===== config.mk =====
export PLATFORM = sky130hd
export DESIGN_NAME = hazard_ctrl_mp
export DESIGN_NICKNAME = d
export VERILOG_FILES = /design/src/rtl/hzd_pkg.sv /design/src/rtl/hzd_src_match.sv /design/src/rtl/hazard_ctrl_mp.sv
export SDC_FILE = /design/constraint.sdc
export NUM_CORES = 1
export LEC_CHECK = 0
export BUFFER_PORTS_ARGS = -buffer_cell sky130_fd_sc_hd__buf_2
export CAP_MARGIN = 20
export CORE_UTILIZATION = 57
export DETAILED_ROUTE_END_ITERATION = 8
export HOLD_SLACK_MARGIN = 0.08
export PLACE_DENSITY = 0.9
export RECOVER_POWER = 50
export SLEW_MARGIN = 5
export SYNTH_ARGS = -nofsm -noshare
export SYNTH_HDL_FRONTEND = slang
export SYNTH_SLANG_ARGS = --single-unit

===== constraint.sdc =====
create_clock -name clk -period 3.3 [get_ports clk]
set_input_delay 0.33 -clock clk [delete_from_list [all_inputs] [get_ports clk]]
set_output_delay 0.33 -clock clk [all_outputs]
set_load 0.02 [all_outputs]

===== src/rtl/hzd_pkg.sv =====
// Shared types for the hazard controller: stall-cause encoding and
// the writer-pipeline entry layout.
package hzd_pkg;

   // rd is stored at a fixed maximum width so the struct stays
   // parameter-independent; REG_AW must not exceed RD_MAX_W.
   localparam int unsigned RD_MAX_W = 8;

   typedef enum logic [1:0] {
      SC_NONE = 2'b00,
      SC_LU   = 2'b01,
      SC_MD   = 2'b10,
      SC_MEM  = 2'b11
   } stall_cause_e;

   typedef struct packed {
      logic                v;
      logic [RD_MAX_W-1:0] rd;
      logic                is_load;
   } wp_entry_t;

endpackage


===== src/rtl/hzd_src_match.sv =====
// One source operand against the writer pipeline: the youngest matching
// writer decides whether the operand is still waiting on a load.
module hzd_src_match
   import hzd_pkg::*;
#(
   parameter int unsigned REG_AW = 5,
   parameter int unsigned DEPTH  = 1
) (
   input  logic [REG_AW-1:0] rs,
   input  logic              src_valid,
   input  wp_entry_t         wp [DEPTH],
   output logic              hazard
);

   logic found;

   // Entry 0 is youngest; the first hit wins and masks older writers.
   always_comb begin
      hazard = 1'b0;
      found  = 1'b0;
      if (src_valid && (rs != '0)) begin
         for (int unsigned k = 0; k < DEPTH; k++) begin
            if (!found && wp[k].v && (wp[k].rd == RD_MAX_W'(rs))) begin
               found  = 1'b1;
               hazard = wp[k].is_load;
            end
         end
      end
   end

endmodule


===== src/rtl/hazard_ctrl_mp.sv =====
// Hazard controller beside ID: load-use with configurable latency, mul/div
// busy, branch flush and memory stall, plus a saturating stall counter.
module hazard_ctrl_mp
   import hzd_pkg::*;
#(
   parameter int unsigned REG_AW   = 5,
   parameter int unsigned NUM_SRC  = 2,
   parameter int unsigned LOAD_LAT = 1,
   parameter int unsigned CNT_W    = 32
) (
   input  logic                      clk,
   input  logic                      resetn,
   input  logic                      id_valid,
   input  logic [NUM_SRC*REG_AW-1:0] id_rs,
   input  logic [NUM_SRC-1:0]        id_src_valid,
   input  logic                      id_wr_en,
   input  logic [REG_AW-1:0]         id_rd,
   input  logic                      id_is_load,
   input  logic                      id_uses_md,
   input  logic                      md_busy,
   input  logic                      ex_br_flush,
   input  logic                      mem_stall,
   input  logic                      cnt_clr,
   output logic                      pc_en,
   output logic                      ifid_en,
   output logic                      ifid_flush,
   output logic                      id_flush,
   output logic                      idex_en,
   output logic                      exmem_en,
   output logic [1:0]                stall_cause,
   output logic [CNT_W-1:0]          stall_cnt
);

   wp_entry_t          wp_q [LOAD_LAT];
   wp_entry_t          wp_d [LOAD_LAT];
   logic [NUM_SRC-1:0] src_haz;
   logic               lu_haz;
   logic               md_haz;
   logic               stall_any;
   logic               issue;
   stall_cause_e       cause;
   logic [CNT_W-1:0]   cnt_q;
   logic [CNT_W-1:0]   cnt_d;

   for (genvar i = 0; i < NUM_SRC; i++) begin : g_src
      hzd_src_match #(
         .REG_AW (REG_AW),
         .DEPTH  (LOAD_LAT)
      ) u_match (
         .rs        (id_rs[i*REG_AW +: REG_AW]),
         .src_valid (id_src_valid[i]),
         .wp        (wp_q),
         .hazard    (src_haz[i])
      );
   end

   assign lu_haz    = id_valid & (|src_haz);
   assign md_haz    = id_valid & id_uses_md & md_busy;
   assign stall_any = lu_haz | md_haz;
   assign issue     = id_valid & ~stall_any & ~ex_br_flush & ~mem_stall;

   // Fixed priority: memory freeze, then branch squash, then ID stall.
   always_comb begin
      pc_en      = 1'b1;
      ifid_en    = 1'b1;
      ifid_flush = 1'b0;
      id_flush   = 1'b0;
      idex_en    = 1'b1;
      exmem_en   = 1'b1;
      cause      = SC_NONE;
      if (mem_stall) begin
         pc_en    = 1'b0;
         ifid_en  = 1'b0;
         idex_en  = 1'b0;
         exmem_en = 1'b0;
         cause    = SC_MEM;
      end else if (ex_br_flush) begin
         ifid_flush = 1'b1;
         id_flush   = 1'b1;
      end else if (stall_any) begin
         pc_en    = 1'b0;
         ifid_en  = 1'b0;
         id_flush = 1'b1;
         cause    = lu_haz ? SC_LU : SC_MD;
      end
   end

   assign stall_cause = cause;
   assign stall_cnt   = cnt_q;

   always_comb begin
      wp_d = wp_q;
      if (!mem_stall) begin
         for (int unsigned k = 1; k < LOAD_LAT; k++) begin
            wp_d[k] = wp_q[k-1];
         end
         wp_d[0] = '{v:       issue & id_wr_en & (id_rd != '0),
                     rd:      RD_MAX_W'(id_rd),
                     is_load: id_is_load};
      end
   end

   always_comb begin
      cnt_d = cnt_q;
      if (cnt_clr) begin
         cnt_d = '0;
      end else if (!mem_stall && !ex_br_flush && stall_any && (cnt_q != '1)) begin
         cnt_d = cnt_q + CNT_W'(1);
      end
   end

   always_ff @(posedge clk or negedge resetn) begin
      if (!resetn) begin
         for (int unsigned k = 0; k < LOAD_LAT; k++) begin
            wp_q[k] <= '0;
         end
         cnt_q <= '0;
      end else begin
         wp_q  <= wp_d;
         cnt_q <= cnt_d;
      end
   end

endmodule


==> flow_summary_export.csv, run 1 <==
group,metric,value,unit
clock_network,postCtsHoldBufs,0,
detailed_routing,vias,2371,
worst_setup_path,path_cells,"xnor2_1 > nand3_1 > a2111oi_4 > nor3b_4 > buf_12 > nor2b_1 > o21a_1 > buf_2",
clock_network,cts_setup_buffers,0,
sta,drv_slew,40,
sta,max_slew_margin,-0.401,
worst_setup_path,crit_path_start,"wp_q[2]",
final_layout,syn2layout_area_growth,14.8,%
run,max-cap-violations,1,
worst_setup_path,worst-setup-path-type,"reg2out",
global_routing,overflow,0,
yosys,synth_area_leaders,"dfrtp_1 38%, mux2_2 7.0%, or4_1 4.1%",
yosys,ys_seq_elements,39,
final_layout,final_cell_mix,"51 x buf_2, 39 x dfrtp_1, 23 x nor2_1",
die,ioPinCount,67,
clock_network,cts_tree,"done",
placed_design,hpwl,4020,um
sta,fmax,0.401,GHz
final_layout,final_common_cell,"buf_2",
clock_network,clock-root-buffer,"clkbuf_8",
sta,tns,0,ns
pwr,ir_drop,201,uV
clock_network,htree_levels,2,
pwr,p_leak,1.26,nW
sta,clock_skew,0.00378,ns
die,initial_core_util,0.592,
die,die_y,69.2,um
yosys,yosys.area.top_type_share,0.379,
outcome,status,"finished, violations left",
yosys,syn_inst,269,
hold_path,hp-class,"in2reg",
sta,min_period_over_period,0.755,
clock_network,cts_buffers,5,
placed_design,placed_area,0.00288,mm^2
final_layout,insertedDiodeCount,0,
sta,hold_viol_final,0,
placed_design,io_buffer_count,66,
global_routing,grt_pass1_vias,2102,
worst_setup_path,crit_fanout,53,
hold_path,timing.hold.worst.start,"id_is_load",
die,row_count,24,
worst_setup_path,slowest_stage,"a2111oi_4",
pwr,powerDensity,329,mW/mm^2
detailed_routing,dr.pass1.iters,4,
global_routing,grt_max_degree,54,
sta,hold_ws,0.265,ns
placed_design,place_congestion,0.834,
clock_network,clkTransAtPathRegs,0.07,ns
global_routing,grt_first_pass_wirelength,9560,um
final_layout,nets,354,
global_routing,antenna_found_initial,0,
worst_setup_path,critical_path.endpoint_type,"output port",
clock_network,clock_latency,0.30,ns
detailed_routing,wirelength,5820,um
worst_setup_path,cp.required,2.97,ns
clock_network,clockBufferDepth,2,
pwr,p_total,0.000971,W
die,die_area,0.00479,mm^2
detailed_routing,wl_per_cell,15.3,um
die,core_area,0.00435,mm^2
sta,worstMarginPinSlew,2.10,ns
worst_setup_path,rr_startpoint,"stall_cnt[0]",
clock_network,clock_sink_count,39,
yosys,yosysSeqAreaShare,0.379,
outcome,violations,"capacitance limit, slew limit",
detailed_routing,avgViaCountPerCell,6.26,
die,die_w,69.2,um
sta,setup-violations-final,0,
yosys,yosys_warnings,0,
yosys,synth.largest_area_cell,"dfrtp_1",
worst_setup_path,start_kind,"flip-flop",
worst_setup_path,slowest_delay,0.46,ns
yosys,synth.distinct_cells,48,
clock_network,post_cts_resized,0,
detailed_routing,ant_nets,0,
worst_setup_path,cp.arrival,2.16,ns
yosys,synth_area,0.00258,mm^2
sta,rsz0062_at_grt,"no",
yosys,avgSynthCellArea,9.58,um^2
final_layout,design_area,0.00296,mm^2
worst_setup_path,crit_family,"compound AO/OA/AOI/OAI gates",
global_routing,grt_usage,0.250,
yosys,syn_nets,297,
detailed_routing,drc,0,
final_layout,drive_gt1_frac,0.272,
sta,period_needed,2.49,ns
worst_setup_path,critical_path_buf_inv_count,2,
detailed_routing,drtIter0Drc,181,
metal layers:
| layer | global-route usage | part of all wire | wire length, um | vias to the layer above |
|---|---|---|---|---|
| met4 | 0.109 | 0.013 | 76 | 0 |
| met1 | 0.326 | 0.43 | 2530 | 1152 |
| li1 | - | - | - | 1124 |
| met5 | 0 | 0 | 0 | - |
| met2 | 0.407 | 0.49 | 2860 | 87 |
| met3 | 0.0494 | 0.060 | 350 | 8 |
cell usage after synthesis (all sizes together):
| library cell | n |
|---|---|
| a2111oi | 1 |
| a21oi | 19 |
| and2 | 4 |
| and3 | 7 |
| and3b | 1 |
| and4 | 3 |
| buf | 11 |
| clkbuf | 7 |
| dfrtp | 39 |
| ha | 1 |
| inv | 1 |
| mux2 | 20 |
| nand2 | 14 |
| nand2b | 2 |
| nand3 | 15 |
| nand3b | 1 |
| nand4 | 10 |
| nor2 | 24 |
| nor2b | 16 |
| nor3 | 7 |
| nor3b | 3 |
| nor4 | 7 |
| nor4b | 2 |
| o2111ai | 1 |
| o21a | 1 |
| o21ai | 7 |
| o31ai | 11 |
| o41ai | 3 |
| or2 | 1 |
| or3 | 5 |
| or3b | 1 |
| or4 | 14 |
| or4b | 2 |
| xnor2 | 7 |
| xor2 | 1 |
per-stage QoR:
| step | worst slack (ns) | util | std cells |
|---|---|---|---|
| after global routing | 0.597 | 0.679 | 379 |
| after CTS | 0.783 | 0.683 | 379 |
| after floorplan | 0.697 | - | 269 |
| after detailed placement | 0.847 | 0.660 | 371 |
| final | 0.809 | 0.679 | 379 |
| after global placement | 0.908 | 0.660 | 371 |
path summary, 6_finish.rpt:
path                                       to  slack, ns  cells past startpoint
min in group asynchronous        stall_cnt[3]       0.63                      1
worst min register to register        wp_q[9]       0.51                      2
worst min-delay path                  wp_q[0]       0.26                      2
worst max-delay path                 id_flush       0.81                      8
worst max register to register  stall_cnt[19]       0.92                      7
max in group asynchronous       stall_cnt[21]       1.47                      1
final cells by class:
type	count	area (um^2)
repair buffers	68	339
clock buffers	8	100
well taps	52	65.1
inverters	1	3.75
flip-flops and latches	39	976
multi-input cells	211	1470
fillers	352	1400
power breakdown:
group	switching [W]	total (W)	internal, W
sequential	0.00000926	0.000495	0.000486
clock	0.000174	0.000365	0.000191
combinational	0.0000683	0.000112	0.0000435
total	0.000251	0.000971	0.000720
sequential cells by signal, summed over array words and instances, names as in the netlist:
signal,count
wp_q,7
stall_cnt,32
cells by family after synthesis:
| group | share of synthesized area |
|---|---|
| and+or+nand+nor | 0.338 |
| AOI/OAI and AO/OA | 0.110 |
| DFF | 0.379 |
| muxes | 0.0918 |
| buffers and inverters | 0.0495 |
| xor gates and xnor gates | 0.0272 |
| adders and majority gates | 0.00486 |
No activity file was read; power rests on OpenSTA's default activity.
==> run 2, diff against run 1 <==
- CORE_UTILIZATION: 57 -> 48
- PLACE_DENSITY: 0.9 -> 0.81
- clock period: 3.3 -> 2.16 ns (I/O delays scaled with it)
==> flow_summary_export.csv, run 2 (same netlist as run 1, synthesis figures left out) <==
group,metric,value,unit
sta,fmax,0.440,GHz
clock_network,clock_sink_count,39,
global_routing,grt_max_degree,40,
die,die_w,75.3,um
global_routing,grt_first_pass_wirelength,10600,um
die,die_area,0.00566,mm^2
pwr,pwr-share-seq,0.451,
sta,hold_ws,0.143,ns
sta,worstMarginPinSlew,0.873,ns
placed_design,hpwl,4950,um
final_layout,drive_gt1_frac,0.519,
outcome,violations,"setup timing",
worst_setup_path,path_cells,"and3_1 > nand4_1 > nand3b_1 > nor2_1 > buf_4 > nor3_2 > mux2_4",
pwr,p_total,0.00167,W
pwr,clkPwrFrac,0.387,
final_layout,multiInputGateArea,0.00180,mm^2
die,ioPinCount,67,
clock_network,clock_latency,0.30,ns
detailed_routing,dr.pass1.iters,7,
detailed_routing,ant_nets,0,
pwr,ir_drop,285,uV
worst_setup_path,critical_path.endpoint_type,"flip-flop",
sta,finalWorstSetupSlack,-0.114,ns
pwr,powerDensity,431,mW/mm^2
die,die_y,75.3,um
final_layout,final_cell_mix,"61 x buf_2, 49 x buf_4, 32 x dfrtp_1",
worst_setup_path,crit_fanout,7,
worst_setup_path,slowest_stage,"nor2_1",
placed_design,io_buffer_count,66,
detailed_routing,drc,0,
global_routing,grt_pass1_vias,2339,
clock_network,clockBufferDepth,2,
detailed_routing,vias,2730,
placed_design,place_congestion,0.808,
die,row_count,26,
sta,drv_slew,0,
detailed_routing,wl_per_cell,17.2,um
clock_network,cts_tree,"done",
global_routing,overflow,0,
hold_path,hp-class,"in2reg",
detailed_routing,avgViaCountPerCell,5.95,
pwr,p_leak,1.79,nW
sta,max_slew_margin,0.418,
clock_network,cts_buffers,5,
final_layout,syn2layout_area_growth,50.1,%
detailed_routing,wirelength,7890,um
final_layout,insertedDiodeCount,0,
worst_setup_path,cp.arrival,2.46,ns
sta,hold_viol_final,0,
worst_setup_path,start_kind,"flip-flop",
final_layout,final_common_cell,"buf_2",
outcome,status,"finished, violations left",
sta,period_needed,2.27,ns
worst_setup_path,slowest_delay,0.49,ns
sta,clock_skew,0.00726,ns
global_routing,antenna_found_initial,0,
sta,rsz0062_at_grt,"yes",
pwr,netSwitchingFraction,0.259,
clock_network,htree_levels,2,
pwr,power_switching,0.000431,W
clock_network,clkTransAtPathRegs,0.08,ns
final_layout,nets,416,
pwr,internal_power,0.00124,W
worst_setup_path,worst-setup-path-type,"reg2reg",
detailed_routing,drtIter0Drc,162,
final_layout,fillers,368,
clock_network,clock-root-buffer,"clkbuf_8",
final_layout,regArea,985,um^2
run,max-cap-violations,0,
die,initial_core_util,0.501,
die,core_area,0.00514,mm^2
sta,setup-violations-final,20,
worst_setup_path,cp.required,2.35,ns
global_routing,grt_usage,0.248,
sta,min_period_over_period,1.05,
pwr,combPwrFrac,0.161,
final_layout,largest_register_ffs,32,
-- run 2: changes by cell type in the layout (fill, tap and decap cells not counted), sizes merged --
cell         change
nand2            +2
clkinv           +1
buf             +67
dlygate4sd3      +1
clkbuf          -10
bufinv           +1
-- run 2: final timing paths --
check,slack [ns],depth (start not counted),to,from
min in group asynchronous,0.48,2,stall_cnt[4],resetn
worst min register to register,0.54,2,wp_q[9],wp_q[9]
worst max-delay path,-0.11,7,stall_cnt[25],stall_cnt[4]
worst min-delay path,0.14,2,wp_q[0],id_is_load
max in group asynchronous,0.39,3,stall_cnt[22],resetn
worst max register to register,-0.11,7,stall_cnt[25],stall_cnt[4]
-- run 2: area by class of cell --
type / count / area share
clock buffer: 6 / 0.0214
clock inverter: 2 / 0.00906
inverter: 1 / 0.000971
multi-input combinational: 213 / 0.465
sequential: 39 / 0.255
tap: 70 / 0.0227
timing repair buffer: 128 / 0.226
-- run 2: power groups by stage --
stage	Clock, W	Combinational, W	Sequential, W
6_report	0.000646	0.000269	0.000752
5_1_grt	0.000678	0.000291	0.000754
4_1_cts	0.000651	0.000235	0.000752
3_5_place_dp	0	0.000210	0.000768
3_3_place_gp	0	0.000205	0.000767
2_1_floorplan	0	0.000121	0.000768
-- run 2: per-stage QoR --
stage | area [um^2] | setup WS [ns] | instances | util | setup TNS [ns]
finish | 3870 | -0.114 | 459 | 0.752 | -0.517
global route | 3870 | -0.235 | 459 | 0.752 | -2.61
CTS | 3500 | -0.0392 | 449 | 0.681 | -0.0392
detailed placement | 3290 | -0.0626 | 434 | 0.639 | -0.648
global placement | 3290 | -0.0570 | 434 | 0.639 | -0.0792
floorplan | 2640 | -0.00650 | 269 | - | -0.00914
-- run 2: what timing repair did --
item,4_1_cts,5_1_grt
pin swaps,8,15
gates cloned,1,4
endpoints found under the hold margin,11,0
hold buffers,1,0
setup endpoints to repair,24,30
buffers inserted,6,7
gates resized for setup,11,52
-- run 2: per-layer routing --
| layer | track usage | vias up | part of all wire |
|---|---|---|---|
| met5 | 0 | - | 0 |
| met3 | 0.0428 | 19 | 0.068 |
| met2 | 0.442 | 143 | 0.49 |
| met4 | 0.0597 | 0 | 0.022 |
| met1 | 0.315 | 1320 | 0.42 |
| li1 | - | 1248 | - |
-- run 2: critical path: cells and delay by family (launching register included) --
| kind | cells | cell delay [ns] |
|---|---|---|
| flops | 1 | 0.38 |
| buf+inv | 1 | 0.25 |
| simple gates | 5 | 1.24 |
| mux | 1 | 0.29 |
==> run 3, diff against run 2 <==
- BUFFER_PORTS_ARGS: -buffer_cell sky130_fd_sc_hd__buf_2 -> -buffer_cell sky130_fd_sc_hd__clkbuf_2
==> flow_summary_export.csv, run 3 (same netlist as run 1, synthesis figures left out) <==
group,metric,value,unit
outcome,status,"finished, violations left",
outcome,violations,"setup timing",
die,die_w,75.3,um
hold_path,timing.hold.worst.start,"id_is_load",
detailed_routing,avgViaCountPerCell,5.83,
worst_setup_path,worst-setup-path-type,"reg2out",
global_routing,grt_pass1_vias,2503,
global_routing,grt_first_pass_wirelength,11200,um
worst_setup_path,rr_startpoint,"wp_q[5]",
pwr,p_leak,1.68,nW
global_routing,grt_max_degree,40,
detailed_routing,dr.pass1.iters,4,
worst_setup_path,cp.arrival,2.08,ns
final_layout,nets,410,
clock_network,clockBufferDepth,2,
worst_setup_path,crit_path_start,"wp_q[5]",
clock_network,clock-root-buffer,"clkbuf_8",
detailed_routing,wl_per_cell,16.9,um
hold_path,hp-class,"in2reg",
sta,hold_viol_final,0,
sta,worstMarginPinSlew,0.523,ns
placed_design,placed_area,0.00331,mm^2
placed_design,place_congestion,0.844,
global_routing,grt_usage,0.264,
sta,period_needed,2.29,ns
detailed_routing,ant_nets,0,
placed_design,io_buffer_count,66,
placed_design,hpwl,5050,um
final_layout,design_area,0.00373,mm^2
detailed_routing,drtIter0Drc,175,
final_layout,final_cell_mix,"61 x clkbuf_2, 51 x buf_4, 32 x dfrtp_1",
detailed_routing,wirelength,7650,um
sta,hold_ws,0.153,ns
clock_network,htree_levels,2,
sta,min_period_over_period,1.06,
sta,max_slew_margin,0.651,
sta,finalWorstSetupSlack,-0.134,ns
placed_design,dp_cells,435,
die,ioPinCount,67,
worst_setup_path,start_kind,"flip-flop",
pwr,powerDensity,402,mW/mm^2
die,initial_core_util,0.501,
die,die_area,0.00566,mm^2
final_layout,largest_register_ffs,32,
die,row_count,26,
clock_network,cts_buffers,5,
sta,clock_skew,0.00927,ns
pwr,ir_drop,258,uV
worst_setup_path,critical_path.endpoint_type,"output port",
clock_network,cts_tree,"done",
final_layout,final_common_cell,"clkbuf_2",
final_layout,insertedDiodeCount,0,
global_routing,overflow,0,
run,max-cap-violations,0,
final_layout,fillers,381,
final_layout,drive_gt1_frac,0.551,
sta,setup-violations-final,9,
final_layout,stdcell_count,453,
die,die_y,75.3,um
clock_network,clkTransAtPathRegs,0.07,ns
worst_setup_path,cp.required,1.94,ns
global_routing,antenna_found_initial,0,
worst_setup_path,crit_fanout,5,
sta,rsz0062_at_grt,"yes",
detailed_routing,drc,0,
sta,drv_slew,0,
clock_network,clock_sink_count,39,
final_layout,syn2layout_area_growth,44.6,%
clock_network,clock_latency,0.30,ns
sta,fmax,0.436,GHz
detailed_routing,vias,2642,
die,core_area,0.00514,mm^2
## run 3: cell types whose count changed in the layout (fill, tap and decap cells not counted), moves of 6 or more
cell,previous run,this run
mux2_4,13,5
clkbuf_2,0,61
mux2_2,6,14
buf_2,61,2
a21oi_1,14,8
buf_6,9,3
a21oi_2,4,11
## run 3: path summary, 6_finish.rpt
check / to / slack, ns / cells past startpoint
worst max register to register: stall_cnt[14] / -0.11 / 8
worst max-delay path: id_flush / -0.13 / 9
min in group asynchronous: stall_cnt[3] / 0.51 / 3
max in group asynchronous: stall_cnt[12] / 1.25 / 3
worst min register to register: wp_q[9] / 0.53 / 2
worst min-delay path: wp_q[0] / 0.15 / 2
## run 3: where the power goes
part	total (W)	internal [W]	switching (W)
sequential	0.000753	0.000742	0.0000109
combinational	0.000248	0.000104	0.000144
clock	0.000499	0.000221	0.000277
total	0.00150	0.00107	0.000432
## run 3: metrics by stage
stage / worst slack [ns] / util / power [W] / setup TNS (ns)
2_1_floorplan: -0.00650 / - / 0.000889 / -0.00914
3_3_place_gp: -0.0238 / 0.643 / 0.000972 / -0.0238
3_5_place_dp: -0.116 / 0.643 / 0.000978 / -1.02
4_1_cts: -0.0731 / 0.675 / 0.00148 / -0.140
5_1_grt: -0.238 / 0.725 / 0.00155 / -3.40
6_report: -0.134 / 0.725 / 0.00150 / -0.629
## run 3: layout make-up
class                           count  area (um^2)  share of cell area
Clock buffer                        5         68.8              0.0185
Clock inverter                      3         15.0             0.00403
Inverter                            1         3.75             0.00101
Multi-Input combinational cell    212         1760               0.472
Sequential cell                    39          985               0.264
Tap cell                           70         87.6              0.0235
Timing Repair Buffer              123          807               0.217
## run 3: timing repair
action	4_1_cts	5_1_grt
hold endpoints to repair	39	0
pin swaps	7	5
gates resized for setup	8	50
gates cloned	1	1
hold buffers	1	0
setup buffers	4	5
setup endpoints to repair	29	34
## run 3: worst max-delay path, cell delays in order (launching register included)
cell	delay (ns)
dfrtp_1	0.41
buf_4	0.15
and2_1	0.16
a21oi_2	0.16
nor3_4	0.08
nor3b_4	0.28
buf_6	0.18
nor2b_2	0.04
o21a_1	0.18
clkbuf_8	0.15
## run 3: per-layer routing
metal | routed length, um | global-route usage | up-vias
met4 | 93 | 0.0905 | 0
met1 | 3240 | 0.318 | 1316
met3 | 359 | 0.0495 | 9
li1 | - | - | 1229
met2 | 3960 | 0.473 | 88
met5 | 0 | 0 | -
